## src/rtl/axis_pack_pkg.sv

```systemverilog
// Shared constants and helpers for the AXI-Stream lane packer.
package axis_pack_pkg;

  localparam int unsigned LANE_CNT_W = 8;

  typedef logic [LANE_CNT_W-1:0] lane_cnt_t;

  // Bit offset of a lane inside a flattened multi-lane bus.
  function automatic int unsigned lane_lsb(input int unsigned lane, input int unsigned width);
    return lane * width;
  endfunction

  // ceil(log2(n)), never less than 1 so a counter always has a bit.
  function automatic int unsigned cnt_w(input int unsigned n);
    int unsigned w;
    w = 1;
    while ((1 << w) < n) w++;
    return w;
  endfunction

endpackage

```

## src/rtl/axis_lane_fifo.sv

```systemverilog
// Single-lane FIFO: DEPTH entries, occupancy count one bit wider than the pointers.
module axis_lane_fifo #(
  parameter int DATA_WIDTH = 8,
  parameter int DEPTH      = 4,
  parameter int PTR_WIDTH  = 2
) (
  input  logic                  clk,
  input  logic                  rst,
  input  logic                  push,
  input  logic [DATA_WIDTH-1:0] din,
  input  logic                  pop,
  output logic [DATA_WIDTH-1:0] dout,
  output logic                  full,
  output logic                  empty
);

  localparam logic [PTR_WIDTH:0] FULL_CNT = (PTR_WIDTH+1)'(DEPTH);

  logic [DATA_WIDTH-1:0] mem [DEPTH];
  logic [PTR_WIDTH-1:0]  wr_ptr;
  logic [PTR_WIDTH-1:0]  rd_ptr;
  logic [PTR_WIDTH:0]    count;
  logic                  do_push;
  logic                  do_pop;

  assign full    = (count == FULL_CNT);
  assign empty   = (count == '0);
  assign do_push = push && !full;
  assign do_pop  = pop && !empty;
  assign dout    = mem[rd_ptr];

  // Pointers are exactly log2(DEPTH) bits, so the increment wraps modulo DEPTH.
  always_ff @(posedge clk) begin
    if (rst) begin
      wr_ptr <= '0;
      rd_ptr <= '0;
      count  <= '0;
    end else begin
      if (do_push) wr_ptr <= wr_ptr + 1'b1;
      if (do_pop)  rd_ptr <= rd_ptr + 1'b1;
      case ({do_push, do_pop})
        2'b10:   count <= count + 1'b1;
        2'b01:   count <= count - 1'b1;
        default: count <= count;
      endcase
    end
  end

  always_ff @(posedge clk) begin
    if (do_push) mem[wr_ptr] <= din;
  end

endmodule

```

## src/rtl/axis_pack_data.sv

```systemverilog
// Packs KERNEL_SIZE independent AXI-Stream lanes into one word per beat.
// Optional packet framing on m_axis_tlast is enabled by defining AXIS_PACK_TLAST_EN.
module axis_pack_data
  import axis_pack_pkg::*;
#(
  parameter int KERNEL_SIZE = 3,
  parameter int DATA_WIDTH  = 8,
  parameter int DEPTH       = 4,
  parameter int PTR_WIDTH   = 2,
  parameter int PKT_BEATS   = 4
) (
  input  logic                              clk,
  input  logic                              rst,
  input  logic [KERNEL_SIZE*DATA_WIDTH-1:0] s_axis_tdata,
  input  logic [KERNEL_SIZE-1:0]            s_axis_tvalid,
  output logic [KERNEL_SIZE-1:0]            s_axis_tready,
  output logic [KERNEL_SIZE*DATA_WIDTH-1:0] m_axis_tdata,
  output logic                              m_axis_tvalid,
  input  logic                              m_axis_tready
`ifdef AXIS_PACK_TLAST_EN
  ,
  output logic                              m_axis_tlast
`endif
);

  localparam lane_cnt_t N_LANES = lane_cnt_t'(KERNEL_SIZE);

  if (DEPTH != (1 << PTR_WIDTH) || DEPTH < 2 || PKT_BEATS < 1 || N_LANES == '0) begin : g_bad_param
    $error("axis_pack_data: inconsistent parameters");
  end

  logic [KERNEL_SIZE-1:0]            full;
  logic [KERNEL_SIZE-1:0]            empty;
  logic [KERNEL_SIZE*DATA_WIDTH-1:0] head_p0;
  logic                              pop_all;
  logic [KERNEL_SIZE*DATA_WIDTH-1:0] word_p1;
  logic                              vld_p1;

  // Ready depends only on registered occupancy, never on the downstream side.
  assign s_axis_tready = ~full;
  assign pop_all       = ~|empty && (!vld_p1 || m_axis_tready);

  for (genvar i = 0; i < KERNEL_SIZE; i++) begin : g_lane
    axis_lane_fifo #(
      .DATA_WIDTH (DATA_WIDTH),
      .DEPTH      (DEPTH),
      .PTR_WIDTH  (PTR_WIDTH)
    ) u_fifo (
      .clk   (clk),
      .rst   (rst),
      .push  (s_axis_tvalid[i] & s_axis_tready[i]),
      .din   (s_axis_tdata[lane_lsb(i, DATA_WIDTH) +: DATA_WIDTH]),
      .pop   (pop_all),
      .dout  (head_p0[lane_lsb(i, DATA_WIDTH) +: DATA_WIDTH]),
      .full  (full[i]),
      .empty (empty[i])
    );
  end

  // p0 -> p1: lane heads captured as one packed output word
  always_ff @(posedge clk) begin
    if (rst) begin
      vld_p1  <= 1'b0;
      word_p1 <= '0;
    end else if (pop_all) begin
      vld_p1  <= 1'b1;
      word_p1 <= head_p0;
    end else if (m_axis_tready) begin
      vld_p1  <= 1'b0;
    end
  end

  assign m_axis_tdata  = word_p1;
  assign m_axis_tvalid = vld_p1;

`ifdef AXIS_PACK_TLAST_EN
  localparam int unsigned         BEAT_W    = cnt_w(PKT_BEATS);
  localparam logic [BEAT_W-1:0]   LAST_BEAT = BEAT_W'(PKT_BEATS - 1);

  logic [BEAT_W-1:0] beat_cnt;
  logic              last_p1;

  // Every loaded word is handshaken in order, so counting loads tracks output beats.
  always_ff @(posedge clk) begin
    if (rst) begin
      beat_cnt <= '0;
      last_p1  <= 1'b0;
    end else if (pop_all) begin
      last_p1  <= (beat_cnt == LAST_BEAT);
      beat_cnt <= (beat_cnt == LAST_BEAT) ? '0 : beat_cnt + 1'b1;
    end
  end

  assign m_axis_tlast = last_p1 && vld_p1;
`endif

endmodule

```

## config.mk

```make
export PLATFORM = sky130hd
export DESIGN_NAME = axis_pack_data
export DESIGN_NICKNAME = d
export VERILOG_FILES = /design/src/rtl/axis_pack_pkg.sv /design/src/rtl/axis_lane_fifo.sv /design/src/rtl/axis_pack_data.sv
export SDC_FILE = /design/constraint.sdc
export NUM_CORES = 1
export LEC_CHECK = 0
export CORE_MARGIN = 1.5
export CORE_UTILIZATION = 61
export DETAILED_ROUTE_END_ITERATION = 6
export PLACE_DENSITY = 0.94
export SLEW_MARGIN = 20
export SYNTH_ARGS = -nofsm -noshare
export SYNTH_HDL_FRONTEND = slang
export SYNTH_HIERARCHICAL = 1
export SYNTH_SLANG_ARGS = --single-unit
```

## constraint.sdc

```tcl
create_clock -name clk -period 4.69 [get_ports clk]
set_clock_uncertainty 0.05 [all_clocks]
set_input_delay 0.938 -clock clk [delete_from_list [all_inputs] [get_ports clk]]
set_output_delay 0.938 -clock clk [all_outputs]
set_load 0.02 [all_outputs]
```

==> impl_results.md, run 1 <==
- Status: finished, final reports clean
- Seq cells post-synth: 148
- Synthesized Nets: 457
- # placed instances: 574
- Hold-fix buffers, CTS: 0
- Total grt overflow: 0
- Crit path max fanout: 50
- # Max-Cap Violations: 0
- Crit path max-delay family: simple AND/OR/NAND/NOR gates
- DR WL/cell: 19.3 microns
- Tcrit/Tclk final: around three quarters
- Synth top cells by count: edfxtp_1, dfxtp_1, a21oi_1
- Fmax: 290 MHz
- CTS tree: done
- First-pass DRT Iterations: 4
- Post-synth top area share: 48.1%
- Sink Count: roughly 150
- Endpoints failing setup: 0
- Rel. slew slack: 40.0%
- Flop2flop setup slack: around 1.2 ns
- P_leak: between 2 and 2.5 nW
- Fraction of registers with async set/reset: 0%
- Initial Util: 63.9%
- Total negative slack: 0 ns
- PwrDens: ~430 mW/mm^2
- Die area: around 0.010 sq mm
- Post-synth EDFFs: 96
- Critical path arrival: 3.84 ns
- Fraction of layout instances using a drive strength above 1: between 10% and 20%
- Final Cell Area: about 0.0072 sq mm
- Worst setup startpoint: g_lane[1].u_fifo/count[0]$_SDFFE_PP0P_
- ANT nets after route: 0
- Critical path class: flop to flop
- Largest net degree at the start of global routing: 53
- Core area: 0.00937 sq mm
- DRC Markers: 0
- VDD IR max: between 0.0003 and 0.0004 V
- RSZ-0062 raised after global routing: no
- FF-to-FF Start: g_lane[1].u_fifo/count[0]$_SDFFE_PP0P_
- YS warnings: 6
- Mean post-synth cell area: ~15 sq um
- Buffers on Ports: 57
- GPL Wtd Cong: 0.748
- # nets final: between 500 and 600
- Final Non-Filler Cells: 606
- Critical path's slowest cell: or3_4
- WL final: ~12000 microns
- Critical Path, Cell by Cell: nor3_2 > or3_4 > nor2_1 > o31ai_2 > inv_1 > ha_1 > inv_1 > fa_1 > xor2_1 > or3_1 > a21oi_1
- CTS buffer count: 17
- Detailed-route via count: 3592
- Die height: 102 microns
- CTS resizes: 0
- Largest area contributor in the netlist: edfxtp_1
- Mapped Cells: around 400
- Fin crit period: 3.45 ns
- CP max stage delay: 0.60 ns
- Die Wd: around 100 microns
- Placement Rows: 35
- Top cells by area, synth: edfxtp_1, dfxtp_1, mux4_2, or3b_1, ha_1
- Worst-Margin Slew: 0.900 ns
- Final Hold Fails: 0
- Routed vias/inst: 5.93
- Required @ worst endpoint: 5.07 ns
- Latest clock arrival within the worst-skew pair: 0.52 ns
- First-pass GRT wire length: 18700 microns
- Netlist Area Pre-Place: 0.00599 sq mm
- Vias in the first global route: approximately 3600
- Total power: 3.14 mW
- Layout fillers: 531
- Post-synthesis sequential area ratio: between 60% and 70%
- Hold_sp: m_axis_tdata[14]$_SDFFE_PP0P_
- Maximum clock insertion buffer count: 2
- I/O pin count: 58
- Critical path buffers and inverters: 2
- Most frequent CP cell: inv_1
- H-tree depth: 4
- CP Launch Type: flop
- Ant diodes: 0
- CP Capture Type: flop
- Slew Limit Fails: 0
- Hold WC Path Type: flop to flop
- Most frequent cell after synthesis: edfxtp_1
- Initial DRC count: 293
- Most frequently used flop master after synthesis: edfxtp_1
- Total GRT Usage: 24.6%
- Root Driver: clkbuf_8
- Synth cell types: 26
- Area after DPL: 0.00662 sq mm
- Layout overhead on the synthesized area: 20.6%
- Setup repair bufs after CTS: 0
- Clock-pin slew on the worst setup and hold paths: 0.06 ns
- Antenna violations before repair: 0
- Post-DP HPWL: 7090 microns
[final timing paths]
| check | end | depth (start not counted) |
|---|---|---|
| hold / removal | m_axis_tdata[14]$_SDFFE_PP0P_ | 2 |
| hold reg to reg | m_axis_tdata[14]$_SDFFE_PP0P_ | 2 |
| setup reg to reg | g_lane[1].u_fifo/count[2]$_SDFFE_PP0P_ | 11 |
| setup / recovery | g_lane[1].u_fifo/count[2]$_SDFFE_PP0P_ | 11 |
[report_power, final]
part / internal, mW / switching, mW
clock: 0.827 / 0.552
combinational: 0.118 / 0.141
sequential: 1.46 / 0.0447
total: 2.40 / 0.738
[worst min-delay path, stage by stage, from the launching register on]
cell	delay, ns
dfxtp_1	0.31
o21ai_0	0.06
a21oi_1	0.06
[sequential cells by signal, indices dropped and copies added (netlist names), named ones only]
| name | flops |
|---|---|
| g_lane.u_fifo/wr_ptr | 6 |
| m_axis_tvalid | 1 |
| g_lane.u_fifo/count | 9 |
| g_lane.u_fifo/mem | 96 |
| m_axis_tdata | 24 |
| g_lane.u_fifo/rd_ptr | 6 |
[metal layers]
layer | vias to the layer above | GRT usage, % | wire length (microns)
li1 | 1618 | - | -
met3 | 17 | 7.18 | 806
met4 | 0 | 10.0 | 195
met2 | 181 | 41.2 | 6210
met1 | 1776 | 30.3 | 4500
met5 | - | 0 | 0
[layout by cell type (no fill, tap or decap), types with 4 or more instances in the layout]
cell	netlist	routed
clkbuf_16	0	16
o21ai_0	30	30
inv_1	27	27
inv_6	0	4
xor2_1	9	9
clkdlybuf4s50_1	0	56
ha_1	15	15
nor2_1	19	19
a21oi_1	37	37
nand2b_1	7	7
mux4_2	24	24
or3b_1	24	24
edfxtp_1	96	96
dfxtp_1	52	52
or3_1	9	9
and2_1	12	12
[kinds of logic (layout without fill, tap and decap cells)]
group,count (synthesis),count (layout),share of synthesized area (%)
multiplexers,27,27,9.52
AND/OR/NAND/NOR,85,85,9.54
AO/OA/AOI/OAI,73,73,6.47
flip-flops,148,148,65.5
adder cells (fa/ha/maj),18,18,4.13
XOR/XNOR,9,9,1.32
buffers and inverters,49,117,3.53
[layout make-up]
class	count	area (sq um)	share of cell area [%]
Multi-Input combinational cell	212	1860	25.7
Clock buffer	18	418	5.78
Inverter	27	101	1.40
Clock inverter	14	189	2.61
Sequential cell	148	3920	54.3
Timing Repair Buffer	58	573	7.93
Tap cell	129	161	2.23
[stage by stage]
step | util [%] | setup WS (ns) | hold slack, ns
2_1_floorplan | - | 1.59 | 0.409
3_3_place_gp | 70.6 | 1.25 | 0.412
3_5_place_dp | 70.6 | 1.06 | 0.417
4_1_cts | 77.1 | 1.32 | 0.426
5_1_grt | 77.1 | 1.03 | 0.452
6_report | 77.1 | 1.24 | 0.424
No activity file was read; power rests on OpenSTA's default activity.
==> run 2, diff against run 1 <==
--- a/config.mk
+++ b/config.mk
@@ -6,9 +6,9 @@
 export NUM_CORES = 1
 export LEC_CHECK = 0
 export CORE_MARGIN = 1.5
-export CORE_UTILIZATION = 61
+export CORE_UTILIZATION = 51
 export DETAILED_ROUTE_END_ITERATION = 6
-export PLACE_DENSITY = 0.94
+export PLACE_DENSITY = 0.85
 export SLEW_MARGIN = 20
 export SYNTH_ARGS = -nofsm -noshare
 export SYNTH_HDL_FRONTEND = slang
==> constraint.sdc (replaced) <==
create_clock -name clk -period 3 [get_ports clk]
set_clock_uncertainty 0.05 [all_clocks]
set_input_delay 0.6 -clock clk [delete_from_list [all_inputs] [get_ports clk]]
set_output_delay 0.6 -clock clk [all_outputs]
set_load 0.02 [all_outputs]
==> impl_results.md, run 2 (synthesis gave the netlist of run 1 again) <==
- VDD IR max: 0.000350 V (-9.6%)
- H-tree depth: 4 (unchanged)
- ANT nets after route: 0 (unchanged)
- CP Launch Type: flop
- Hold WC Path Type: flop to flop
- CTS tree: done
- Tcrit/Tclk final: 91.3% (+18 points)
- Commonest non-fill, non-tap cells in the layout: edfxtp_1, clkdlybuf4s50_1, dfxtp_1, a21oi_1, o21ai_0
- Latest clock arrival within the worst-skew pair: 0.42 ns (-0.10 ns)
- Slew Limit Fails: 0 (unchanged)
- Detailed-route via count: 3455 (-3.8%)
- Die Wd: 111 microns (+9.1%)
- Total GRT Usage: 19.0% (-5.6 points)
- DRC Markers: 0 (unchanged)
- Total power: 4.77 mW (+52%)
- Rel. slew slack: 36.9% (-3.1 points)
- WP depth: 12 (+1)
- Crit path max-delay family: simple AND/OR/NAND/NOR gates
- Fmax: 365 MHz (+26%)
- Setup repair bufs after CTS: 0 (unchanged)
- Endpoints failing setup: 0 (unchanged)
- Final Non-Filler Cells: 622 (+2.6%)
- Root Driver: clkbuf_16
- Layout overhead on the synthesized area: 20.6% (unchanged)
- Post-DP HPWL: 7100 microns (about the same)
- Routed vias/inst: 5.55 (-6.3%)
- Worst hold path depth: 2 (unchanged)
- Critical path arrival: 3.03 ns (-0.81 ns)
- P_leak: 2.45 nW (+0.28%)
- Required @ worst endpoint: 3.29 ns (-1.78 ns)
- CTS buffer count: 17 (unchanged)
- Crit path max fanout: 6 (-88%)
- WL final: 10900 microns (-6.6%)
- Maximum clock insertion buffer count: 2 (unchanged)
- Vias in the first global route: 3531 (-1.8%)
- Die height: 111 microns (+9.1%)
- Buffers on Ports: 57 (unchanged)
- Critical path class: flop to flop
- Ant diodes: 0 (unchanged)
- Fin crit period: 2.74 ns (-0.712 ns)
- CTS resizes: 0 (unchanged)
- # placed instances: 590 (+2.8%)
- Max FFs per register: 96 (unchanged)
- Final Hold Fails: 0 (unchanged)
- Placement Rows: 39 (+11%)
- Total negative slack: 0 ns (unchanged)
- Antenna violations before repair: 0 (unchanged)
- First-pass DRT Iterations: 4 (unchanged)
- DR WL/cell: 17.6 microns (-9.0%)
- Largest net degree at the start of global routing: 53 (unchanged)
- RSZ-0062 raised after global routing: no
- Initial Util: 52.5% (-11 points)
- Final Cell Area: 0.00723 sq mm (unchanged)
- Core area: 0.0114 sq mm (+22%)
- # nets final: 514 (+0.39%)
- Clock-pin slew on the worst setup and hold paths: 0.06 ns (about the same)
- Worst-Margin Slew: 0.947 ns (+0.0472 ns)
- First-pass GRT wire length: 18100 microns (-3.1%)
- # Max-Cap Violations: 0 (unchanged)
- Total grt overflow: 0 (unchanged)
- Hold-fix buffers, CTS: 0 (unchanged)
- Hold Slack: 0.425 ns (+0.000992 ns)
- GPL Wtd Cong: 0.732 (-2.1%)
- Initial DRC count: 257 (-12%)
- Leading cell type in the layout, fill and taps excluded: edfxtp_1
- Most flop-heavy register: g_lane.u_fifo/mem
- Area after DPL: 0.00665 sq mm (+0.49%)
- Fraction of layout instances using a drive strength above 1: 14.2% (-0.060 points)
- CP Capture Type: flop
- PwrDens: 660 mW/mm^2 (+52%)
- I/O pin count: 58 (unchanged)
- Die area: 0.0124 sq mm (+19%)
- Sink Count: 148 (unchanged)
- Most frequent CP cell: inv_1
- R2R cell count: 12 (+1)
- Critical path's slowest cell: dfxtp_1
- Critical Path, Cell by Cell: nor3_2 > or3_4 > nor2_1 > buf_4 > o31ai_2 > inv_1 > ha_1 > inv_1 > fa_1 > xor2_1 > or3_1 > a21oi_1
- CP max stage delay: 0.46 ns (-0.14 ns)
- Critical path buffers and inverters: 3 (+1)
- Status: finished, final reports clean
==> run 2: changes by cell type in the layout (fill, tap and decap cells not counted), sizes merged <==
cell / before / now
inv: 33 / 31
clkinv: 3 / 5
clkbuf: 18 / 23
bufinv: 3 / 0
buf: 2 / 4
clkinvlp: 2 / 0
==> run 2: worst reg2reg max path, delay by kind of cell, from the launching register on <==
| kind | cells | cell delay, ns |
|---|---|---|
| xor+xnor | 1 | 0.17 |
| fa+ha+maj | 2 | 0.55 |
| compound gates | 2 | 0.24 |
| simple gates | 4 | 0.91 |
| flops | 1 | 0.46 |
| buf+inv | 3 | 0.29 |
==> run 2: final timing paths <==
kind / from / end / slack, ns
worst max-delay path: g_lane[1].u_fifo/count[0]$_SDFFE_PP0P_ / g_lane[2].u_fifo/count[2]$_SDFFE_PP0P_ / 0.26
worst min-delay path: m_axis_tdata[12]$_SDFFE_PP0P_ / m_axis_tdata[12]$_SDFFE_PP0P_ / 0.42
worst max register to register: g_lane[1].u_fifo/count[0]$_SDFFE_PP0P_ / g_lane[2].u_fifo/count[2]$_SDFFE_PP0P_ / 0.26
worst min register to register: m_axis_tdata[12]$_SDFFE_PP0P_ / m_axis_tdata[12]$_SDFFE_PP0P_ / 0.42
==> run 2: per-stage QoR <==
| step | setup slack [ns] | utilization (%) |
|---|---|---|
| after floorplan | 0.116 | - |
| after global placement | 0.159 | 58.3 |
| after detailed placement | 0.0312 | 58.3 |
| after CTS | 0.257 | 63.3 |
| after global routing | 0.0939 | 63.3 |
| final | 0.261 | 63.3 |
==> run 2: cell type report <==
class,instances,area [sq um]
Tap cell,143,179
Fill cell,804,4190
Inverter,27,101
Timing Repair Buffer,60,588
Multi-Input combinational cell,212,1860
Clock inverter,9,62.6
Clock buffer,23,512
Sequential cell,148,3920
==> run 2: where the power goes <==
group          internal, mW  leakage, nW  total, mW  switching, mW
clock network          1.21        0.288       2.02          0.814
logic                 0.188        0.863      0.402          0.214
registers              2.28         1.30       2.34         0.0655
total                  3.68         2.45       4.77           1.09
==> run 2: metal layers <==
metal  wire (microns)  track usage [%]  vias to the layer above  part of all wire, %
met1             4630             23.7                     1722                   42
met4              194             6.58                        0                  1.8
li1                 -                -                     1628                    -
met2             5660             32.1                       89                   52
met3              458             5.55                       16                  4.2
met5                0                0                        -                    0
